$ cat src/rtl/fan_pwm_tach_ctrl.sv
// Multi-channel fan controller: shared-period glitch-free PWM with ramped duty,
// windowed tach edge counting, sticky stall detection and full-speed failsafe.
module fan_pwm_tach_ctrl #(
    parameter int unsigned NUM_FANS     = 3,
    parameter int unsigned DUTY_W       = 8,
    parameter int unsigned PERIOD       = 222,
    parameter int unsigned RST_DUTY     = 150,
    parameter int unsigned MIN_DUTY     = 40,
    parameter int unsigned RAMP_DIV     = 4,
    parameter int unsigned RAMP_STEP    = 2,
    parameter int unsigned TACH_W       = 16,
    parameter int unsigned TACH_WIN     = 7812500,
    parameter int unsigned STALL_MIN    = 2,
    parameter int unsigned FAIL_WINDOWS = 3
) (
    input  logic                         clk,
    input  logic                         rst,
    input  logic [NUM_FANS*DUTY_W-1:0]   duty_target,
    input  logic                         duty_load,
    input  logic                         force_full,
    input  logic                         fail_clr,
    input  logic [NUM_FANS-1:0]          tach_in,
    output logic [NUM_FANS-1:0]          pwm_out,
    output logic [NUM_FANS*DUTY_W-1:0]   duty_cur,
    output logic [NUM_FANS*TACH_W-1:0]   tach_count,
    output logic                         tach_valid,
    output logic [NUM_FANS-1:0]          fan_fail
);
    localparam logic [DUTY_W-1:0] P_D    = DUTY_W'(PERIOD);
    localparam logic [DUTY_W-1:0] MIN_D  = DUTY_W'(MIN_DUTY);
    localparam logic [DUTY_W-1:0] STEP_D = DUTY_W'(RAMP_STEP);
    // A reset target above PERIOD behaves exactly like PERIOD, so store it clamped.
    localparam logic [DUTY_W-1:0] RST_D  = DUTY_W'((RST_DUTY > PERIOD) ? PERIOD : RST_DUTY);
    localparam int unsigned WCW = (TACH_WIN > 1) ? $clog2(TACH_WIN) : 1;
    localparam int unsigned RDW = (RAMP_DIV > 1) ? $clog2(RAMP_DIV) : 1;
    localparam int unsigned LCW = $clog2(FAIL_WINDOWS + 1);

    function automatic logic [DUTY_W-1:0] clamp_tgt(input logic [DUTY_W-1:0] t);
        if (t == '0)         return '0;
        else if (t < MIN_D)  return MIN_D;
        else if (t > P_D)    return P_D;
        else                 return t;
    endfunction

    // One ramp step; never crosses the target and never rests between 0 and MIN_DUTY.
    function automatic logic [DUTY_W-1:0] ramp_step(input logic [DUTY_W-1:0] cur,
                                                     input logic [DUTY_W-1:0] tgt);
        if (cur == tgt)                             return cur;
        else if (cur < tgt) begin
            if (cur == '0)                          return (tgt < MIN_D) ? tgt : MIN_D;
            else if (tgt - cur <= STEP_D)           return tgt;
            else                                    return cur + STEP_D;
        end else begin
            if (tgt == '0 && cur <= MIN_D)          return '0;
            else if (cur - tgt <= STEP_D)           return tgt;
            else if (tgt == '0 && cur - STEP_D < MIN_D) return MIN_D;
            else                                    return cur - STEP_D;
        end
    endfunction

    logic [DUTY_W-1:0] r_pcnt;
    logic [RDW-1:0]    r_rdiv;
    logic [WCW-1:0]    r_wcnt;
    logic [NUM_FANS-1:0] r_pwm, r_s1, r_s2, r_s3, r_fail;
    logic              r_tvalid;
    logic [DUTY_W-1:0] r_duty [NUM_FANS];
    logic [DUTY_W-1:0] r_tgt  [NUM_FANS];
    logic [TACH_W-1:0] r_ecnt [NUM_FANS];
    logic [TACH_W-1:0] r_tcnt [NUM_FANS];
    logic [LCW-1:0]    r_low  [NUM_FANS];

    logic              w_bnd, w_rstep, w_wend;
    logic [NUM_FANS-1:0] w_edge;
    logic [TACH_W-1:0] w_fin  [NUM_FANS];

    assign w_bnd   = (r_pcnt == DUTY_W'(PERIOD - 1));
    assign w_rstep = (r_rdiv == RDW'(RAMP_DIV - 1));
    assign w_wend  = (r_wcnt == WCW'(TACH_WIN - 1));
    assign w_edge  = r_s2 & ~r_s3;

    // Closing count includes an edge landing on the window's last cycle.
    always_comb begin
        for (int unsigned i = 0; i < NUM_FANS; i++) begin
            w_fin[i] = (r_ecnt[i] == '1) ? r_ecnt[i] : r_ecnt[i] + TACH_W'(w_edge[i]);
        end
    end

    always_ff @(posedge clk) begin
        if (rst) begin
            r_pcnt   <= '0;
            r_rdiv   <= '0;
            r_wcnt   <= '0;
            r_pwm    <= '0;
            r_s1     <= '0;
            r_s2     <= '0;
            r_s3     <= '0;
            r_fail   <= '0;
            r_tvalid <= 1'b0;
            for (int unsigned i = 0; i < NUM_FANS; i++) begin
                r_duty[i] <= RST_D;
                r_tgt[i]  <= RST_D;
                r_ecnt[i] <= '0;
                r_tcnt[i] <= '0;
                r_low[i]  <= '0;
            end
        end else begin
            r_pcnt   <= w_bnd ? '0 : r_pcnt + 1'b1;
            r_wcnt   <= w_wend ? '0 : r_wcnt + 1'b1;
            r_tvalid <= w_wend;
            r_s1     <= tach_in;
            r_s2     <= r_s1;
            r_s3     <= r_s2;
            if (w_bnd) r_rdiv <= w_rstep ? '0 : r_rdiv + 1'b1;

            for (int unsigned i = 0; i < NUM_FANS; i++) begin
                r_pwm[i] <= (r_pcnt < r_duty[i]);
                if (duty_load) r_tgt[i] <= clamp_tgt(duty_target[i*DUTY_W +: DUTY_W]);
                if (w_bnd) begin
                    if (force_full || (|r_fail)) r_duty[i] <= P_D;
                    else if (w_rstep)            r_duty[i] <= ramp_step(r_duty[i], r_tgt[i]);
                end

                r_ecnt[i] <= w_wend ? '0 : w_fin[i];
                if (w_wend) r_tcnt[i] <= w_fin[i];

                // Clear first so a simultaneous fail-setting window end overrides it.
                if (fail_clr) begin
                    r_fail[i] <= 1'b0;
                    r_low[i]  <= '0;
                end
                if (r_duty[i] == '0) begin
                    r_low[i] <= '0;
                end else if (w_wend) begin
                    if (w_fin[i] < TACH_W'(STALL_MIN)) begin
                        if (!fail_clr && r_low[i] != LCW'(FAIL_WINDOWS)) r_low[i] <= r_low[i] + 1'b1;
                        if (r_low[i] >= LCW'(FAIL_WINDOWS - 1)) r_fail[i] <= 1'b1;
                    end else begin
                        r_low[i] <= '0;
                    end
                end
            end
        end
    end

    assign pwm_out    = r_pwm;
    assign tach_valid = r_tvalid;
    assign fan_fail   = r_fail;

    always_comb begin
        duty_cur   = '0;
        tach_count = '0;
        for (int unsigned i = 0; i < NUM_FANS; i++) begin
            duty_cur[i*DUTY_W +: DUTY_W]   = r_duty[i];
            tach_count[i*TACH_W +: TACH_W] = r_tcnt[i];
        end
    end
endmodule

$ cat config.mk
export PLATFORM = sky130hd
export DESIGN_NAME = fan_pwm_tach_ctrl
export DESIGN_NICKNAME = d
export VERILOG_FILES = /design/src/rtl/fan_pwm_tach_ctrl.sv
export SDC_FILE = /design/constraint.sdc
export NUM_CORES = 1
export LEC_CHECK = 0
export ABC_AREA = 1
export CORE_UTILIZATION = 37
export CTS_CLUSTER_DIAMETER = 40
export CTS_CLUSTER_SIZE = 12
export DETAILED_ROUTE_END_ITERATION = 6
export SLEW_MARGIN = 10
export SYNTH_ARGS = -nofsm -noshare
export SYNTH_HDL_FRONTEND = slang
export SYNTH_SLANG_ARGS = --single-unit
$ cat constraint.sdc
create_clock -name clk -period 7.4 [get_ports clk]
set_input_delay 1.85 -clock clk [delete_from_list [all_inputs] [get_ports clk]]
set_output_delay 1.85 -clock clk [all_outputs]
set_load 0.01 [all_outputs]
**Word level (Yosys, flattened, before mapping)**

Memories as Yosys holds them, arrays and structs flattened.
Cells that the tools add are included.

- Mux-type cells: 163
- Reductions and logical operators: 23
- Equal/unequal tests: 12
- Add/subtract/negate cells: 21
- Bitwise gates (word level): 29
- Order comparisons: 33

Operator list:

| kind | count |
|---|---|
| $mux W8 | 60 |
| $mux W16 | 12 |
| $mux W1 | 78 |
| $logic_not A8 Y1 | 9 |
| $lt A8 B6 Y1 const B | 9 |
| $add A16 B1 Y16 | 3 |
| $eq A16 B16 Y1 const B | 3 |
| $le A8 B2 Y1 const B | 6 |
| $lt A16 B2 Y1 const B | 3 |
| $lt A8 B8 Y1 | 6 |
| $sub A8 B8 Y8 | 6 |
| $or A1 B1 Y1 | 27 |
| $mux W2 | 13 |
| $add A8 B2 Y8 const B | 3 |
| $eq A8 B8 Y1 | 3 |
| $gt A8 B8 Y1 const B | 3 |
| $le A8 B6 Y1 const B | 3 |
| $sub A8 B2 Y8 const B | 3 |
| $add A23 B1 Y23 const B | 1 |
| $eq A23 B23 Y1 const B | 1 |
| $logic_and A1 B1 Y1 | 9 |
| $add A2 B1 Y2 const B | 4 |
| $add A8 B1 Y8 const B | 1 |
| $eq A8 B8 Y1 const B | 1 |
| 9 further kinds | 14 |

- Bits of input ports: 32
- Memories: 5
- Word-level logic and storage cells: 295
- Bits in registers: 49
- RAM bits: 150

Memories:

| name | depth | bits a word | rd ports | clocked after memory_dff | write ports | line | text |
|---|---|---|---|---|---|---|---|
| r_ecnt | 3 | 16 | 3 | 0 | 3 | 68 | `logic [TACH_W-1:0] r_ecnt [NUM_FANS];` |
| r_tcnt | 3 | 16 | 3 | 0 | 3 | 69 | `logic [TACH_W-1:0] r_tcnt [NUM_FANS];` |
| r_duty | 3 | 8 | 3 | 0 | 3 | 66 | `logic [DUTY_W-1:0] r_duty [NUM_FANS];` |
| r_tgt | 3 | 8 | 3 | 0 | 3 | 67 | `logic [DUTY_W-1:0] r_tgt [NUM_FANS];` |
| r_low | 3 | 2 | 3 | 0 | 3 | 70 | `logic [LCW-1:0] r_low [NUM_FANS];` |

**Longest topological paths before layout**

- Word-level depth: 13
- Depth in mapped cells: 18
- Depth with buffers taken out: 17

**Worst setup path after synthesis**

Ideal clock, no wire load.

- Kind: in2reg
- Start: in rst
- End: mem r_tcnt[0][0], enable pin
- Stages: 4
- Path buffers: 2
- Library setup time: 0.431 ns
- Slack: 2.970 ns
- Arrival time: 3.998 ns
- Cells stage by stage: clkbuf_1 clkinv_1 nand2_1 buf_1

RTL lines:

| item | line | text |
|---|---|---|
| from (decl) | 17 | `input logic rst,` |
| to (decl) | 69 |  |

==> implementation parameters <==
Parameter                              Value

Logic synthesis
  Post-synthesis average cell area    7.34 um2
  Part of the Yosys area used for sequential elements    a little over a third
  Yosys warns    0
  Number of library cell types mapped by synthesis    58
  Post-synth top flop    edfxtp_1
  Async SR Flop Fraction    0%
  Xor/xnor share of the synthesized area    under 10%
  Post-Synth Adder-Cell Area    around 9%
  Post-synth EDFFs    102
  Post-synthesis sequential element count    ~200
  Commonest cells in the netlist    nand2_1 (398), inv_1 (286), nor2_1 (235)
  Leading post-synthesis cells by cell area    edfxtp_1 (22%), dfxtp_1 (14%), nand2_1 (11%), ha_1 (8.0%), inv_1 (7.8%)
  Main combinational cell family by area after synthesis    simple AND/OR/NAND/NOR gates
  Synthesized-area fraction occupied by and/or/nand/nor cells    between 30 and 40%
  Most frequently used cell type in the post-synthesis netlist    nand2_1
  Leading area contributor after synthesis    edfxtp_1
  Portion of synthesized cell area occupied by the leading cell type    between 20% and 30%
  Fraction of the mapped netlist area in compound gates    8.09%
  Cell count after synthesis    about 1900
  Synthesized Nets    around 2000
  Netlist Area Pre-Place    ~14000 um2
  Multiplexer share of the synthesized area    0%

STA
  Post-route clock skew    0.0170 ns
  Max transition margin    about 30%
  Unrepaired setup endpoints after global routing    no
  Max Fclk    between 200 and 250 MHz
  Total setup violations reported at the end of the flow    0
  Tightest Pin Transition    about 1.1 ns
  Slack of the critical path    2.67 ns
  Shortest clock period the worst path allows after layout    between 4 and 5 ns
  Max-slew violations    0
  Share of the clock period used by the worst path after layout    between 60% and 70%
  Post-route setup TNS    0 ns
  Number of hold violations in the final report    0

Clocking
  Count of H-tree levels built during CTS    4
  Number of cells upsized or downsized after cts    0
  Clock root buffer master    clkbuf_16
  Number of buffers inserted during clock tree synthesis    17
  Number of sinks driven by the clock tree    slightly below 200
  Max Root-Sink Buffers    2
  Worst-skew pair later-pin latency    roughly 0.45 ns
  Post-CTS setup-driven buffer insertion count    0
  Clock-pin slew of the registers on the worst-case setup and hold paths    roughly 0.08 ns
  TritonCTS clock tree    built
  Hold-fix buffer count after cts    0

Finish
  Layout cell share with drive strength beyond 1    under 10%
  Final-stage net count    around 2100
  Final non-filler cell total    2454
  Count of fill cells added during filler insertion    3691
  N_diodes    0
  Area overhead of the layout relative to synthesis    15.6%

Global routing
  Pin count of the biggest net entering global routing    60
  Remaining global-route overflow    0
  Initial antenna violation count    1
  Via count of the first global-routing pass    ~12000
  Global-route usage over all layers    19.2%
  Global-route wire length before repair    roughly 60000 um

Setup path
  Type of origin of the critical path    input port
  Delay-heaviest family, CP    buffers and inverters
  Crit path cell chain    clkdlybuf4s50_1 -> clkinv_1 -> nand2_4 -> buf_4
  Worst path arrival time    just under 5 ns
  Reg2Reg Launch Point    r_duty[0][5]$_SDFFCE_PN0P_
  Maximum single-stage delay on the critical path    0.87 ns
  Data required time of the critical path    approximately 7.5 ns
  Buffers & Inverters on Critical Path    3
  Slowest library cell on the worst path    clkdlybuf4s50_1
  Critical Path Start    rst
  Maximum fanout along the worst path    59
  Capturing element type of the critical path    register
  Crit Path Category    input port to register

Placement
  Cell count after placement    2422
  Final Wtd Congestion    0.918
  Pre-CTS setup slack    about 2.1 ns
  Count of input and output buffers    between 100 and 150
  Detailed placer's ending HPWL    roughly 28000 um

Route
  Drt initial violations    roughly 930
  Number of optimization iterations in the first detailed-route pass    5
  Average vias per placed instance    between 5 and 6
  Routed length per instance    approximately 15 um
  DRC violation count after routing    0
  Vias after detailed routing    12400
  Detailed Route WL    35800 um
  Post-detailed-route count of antenna-violating nets    0

Power and ir drop
  Max VDD drop    ~180 uV
  Cell area power density    ~160 nW/um2
  Static Leakage    approximately 0.0070 uW

Die
  Floorplan row count    70
  Die Outline Area    about 38000 um2
  Chip Height    around 190 um
  Width of the chip    around 190 um
  Total I/O pin count    roughly 110
  Area of the core    about 37000 um2
  Initial Utilization    a little under two fifths

Status
  Outcome    completed

Hold path
  Hold/Removal Path Class    register to register
  Hold Startpoint    r_s1[2]$_SDFF_PP0_

Flow run
  Number of maximum-capacitance violations    0
[logic make-up after synthesis]
group	after synthesis
adders and majority gates	94
xor gates and xnor gates	59
DFF	199
buffers and inverters	327
and+or+nand+nor	994
AOI/OAI and AO/OA	195
[worst reg2reg max path, cell delays in order (launching register included)]
cell and delay (ns):
edfxtp_1 0.58, inv_1 0.21, ha_1 0.45, nand2_1 0.07, inv_1 0.10, nand3_1 0.15, nor2_1 0.15, nor3_1 0.06
nand2_1 0.24, inv_1 0.12, nor2_1 0.33, o21ai_1 0.12, nor2_1 0.16, a21oi_2 0.04
[stage by stage]
step | util [%] | area, um2 | hold WS (ns) | power, uW
floorplan | - | 13700 | 0.388 | 1530
global placement | 41.8 | 15300 | 0.391 | 1660
detailed placement | 41.8 | 15300 | 0.395 | 1670
CTS | 43.4 | 15800 | 0.403 | 2600
global route | 43.4 | 15800 | 0.418 | 2690
finish | 43.4 | 15800 | 0.400 | 2580
[cell type report]
type	count	area, um2	area share, %
repair buffers	113	1120	7.09
multi-input cells	1342	7430	46.9
flip-flops and latches	199	5000	31.6
clock inverters	14	151	0.955
clock buffers	18	429	2.71
well taps	468	586	3.69
inverters	300	1130	7.11
[cells in the final DEF, fill, tap and decap left out, types with 7 or more instances in the layout]
cell type	instances
nand2_1	397
inv_1	286
nor2_1	235
nand3_1	171
clkdlybuf4s50_1	110
edfxtp_1	102
dfxtp_1	97
ha_1	88
a21oi_1	75
nand4_1	55
o21ai_0	54
xor2_1	44
nor3_1	36
nand2_2	19
nor2_2	18
clkbuf_16	17
o21ai_1	15
a31oi_1	14
xnor2_1	13
inv_2	11
nor2_4	10
nand3b_1	9
or2_2	9
nor3_2	8
o21ai_2	7
[power breakdown]
part           switching (uW)  total, uW  internal [uW]
clock                     479        931            452
sequential               34.4       1230           1190
combinational             261        416            156
total                     774       2580           1800
[worst paths after layout]
check / end / slack, ns / cells past startpoint
hold reg to reg: r_s2[2]$_SDFF_PP0_ / 0.40 / 2
setup reg to reg: r_duty[0][2]$_SDFFCE_PN1P_ / 4.38 / 13
hold / removal: r_s2[2]$_SDFF_PP0_ / 0.40 / 2
setup / recovery: r_tcnt[0][46]$_SDFFCE_PN0P_ / 2.67 / 4
[routing by layer]
layer | share of wire (%) | GRT usage [%]
met1 | 47 | 25.6
met2 | 45 | 30.9
met3 | 5.3 | 3.78
met4 | 2.4 | 6.94
met5 | 0.031 | 0
[state kept, by name, indices dropped and copies added (netlist names), 2 cells and up]
| name | count |
|---|---|
| r_s3 | 3 |
| r_rdiv | 2 |
| r_pcnt | 8 |
| r_ecnt | 48 |
| r_tcnt | 48 |
| r_low | 6 |
| r_wcnt | 23 |
| r_tgt | 24 |
| pwm_out | 3 |
| r_duty | 24 |
| fan_fail | 3 |
| r_s2 | 3 |
| r_s1 | 3 |
Power figures use the tool's default switching activity.
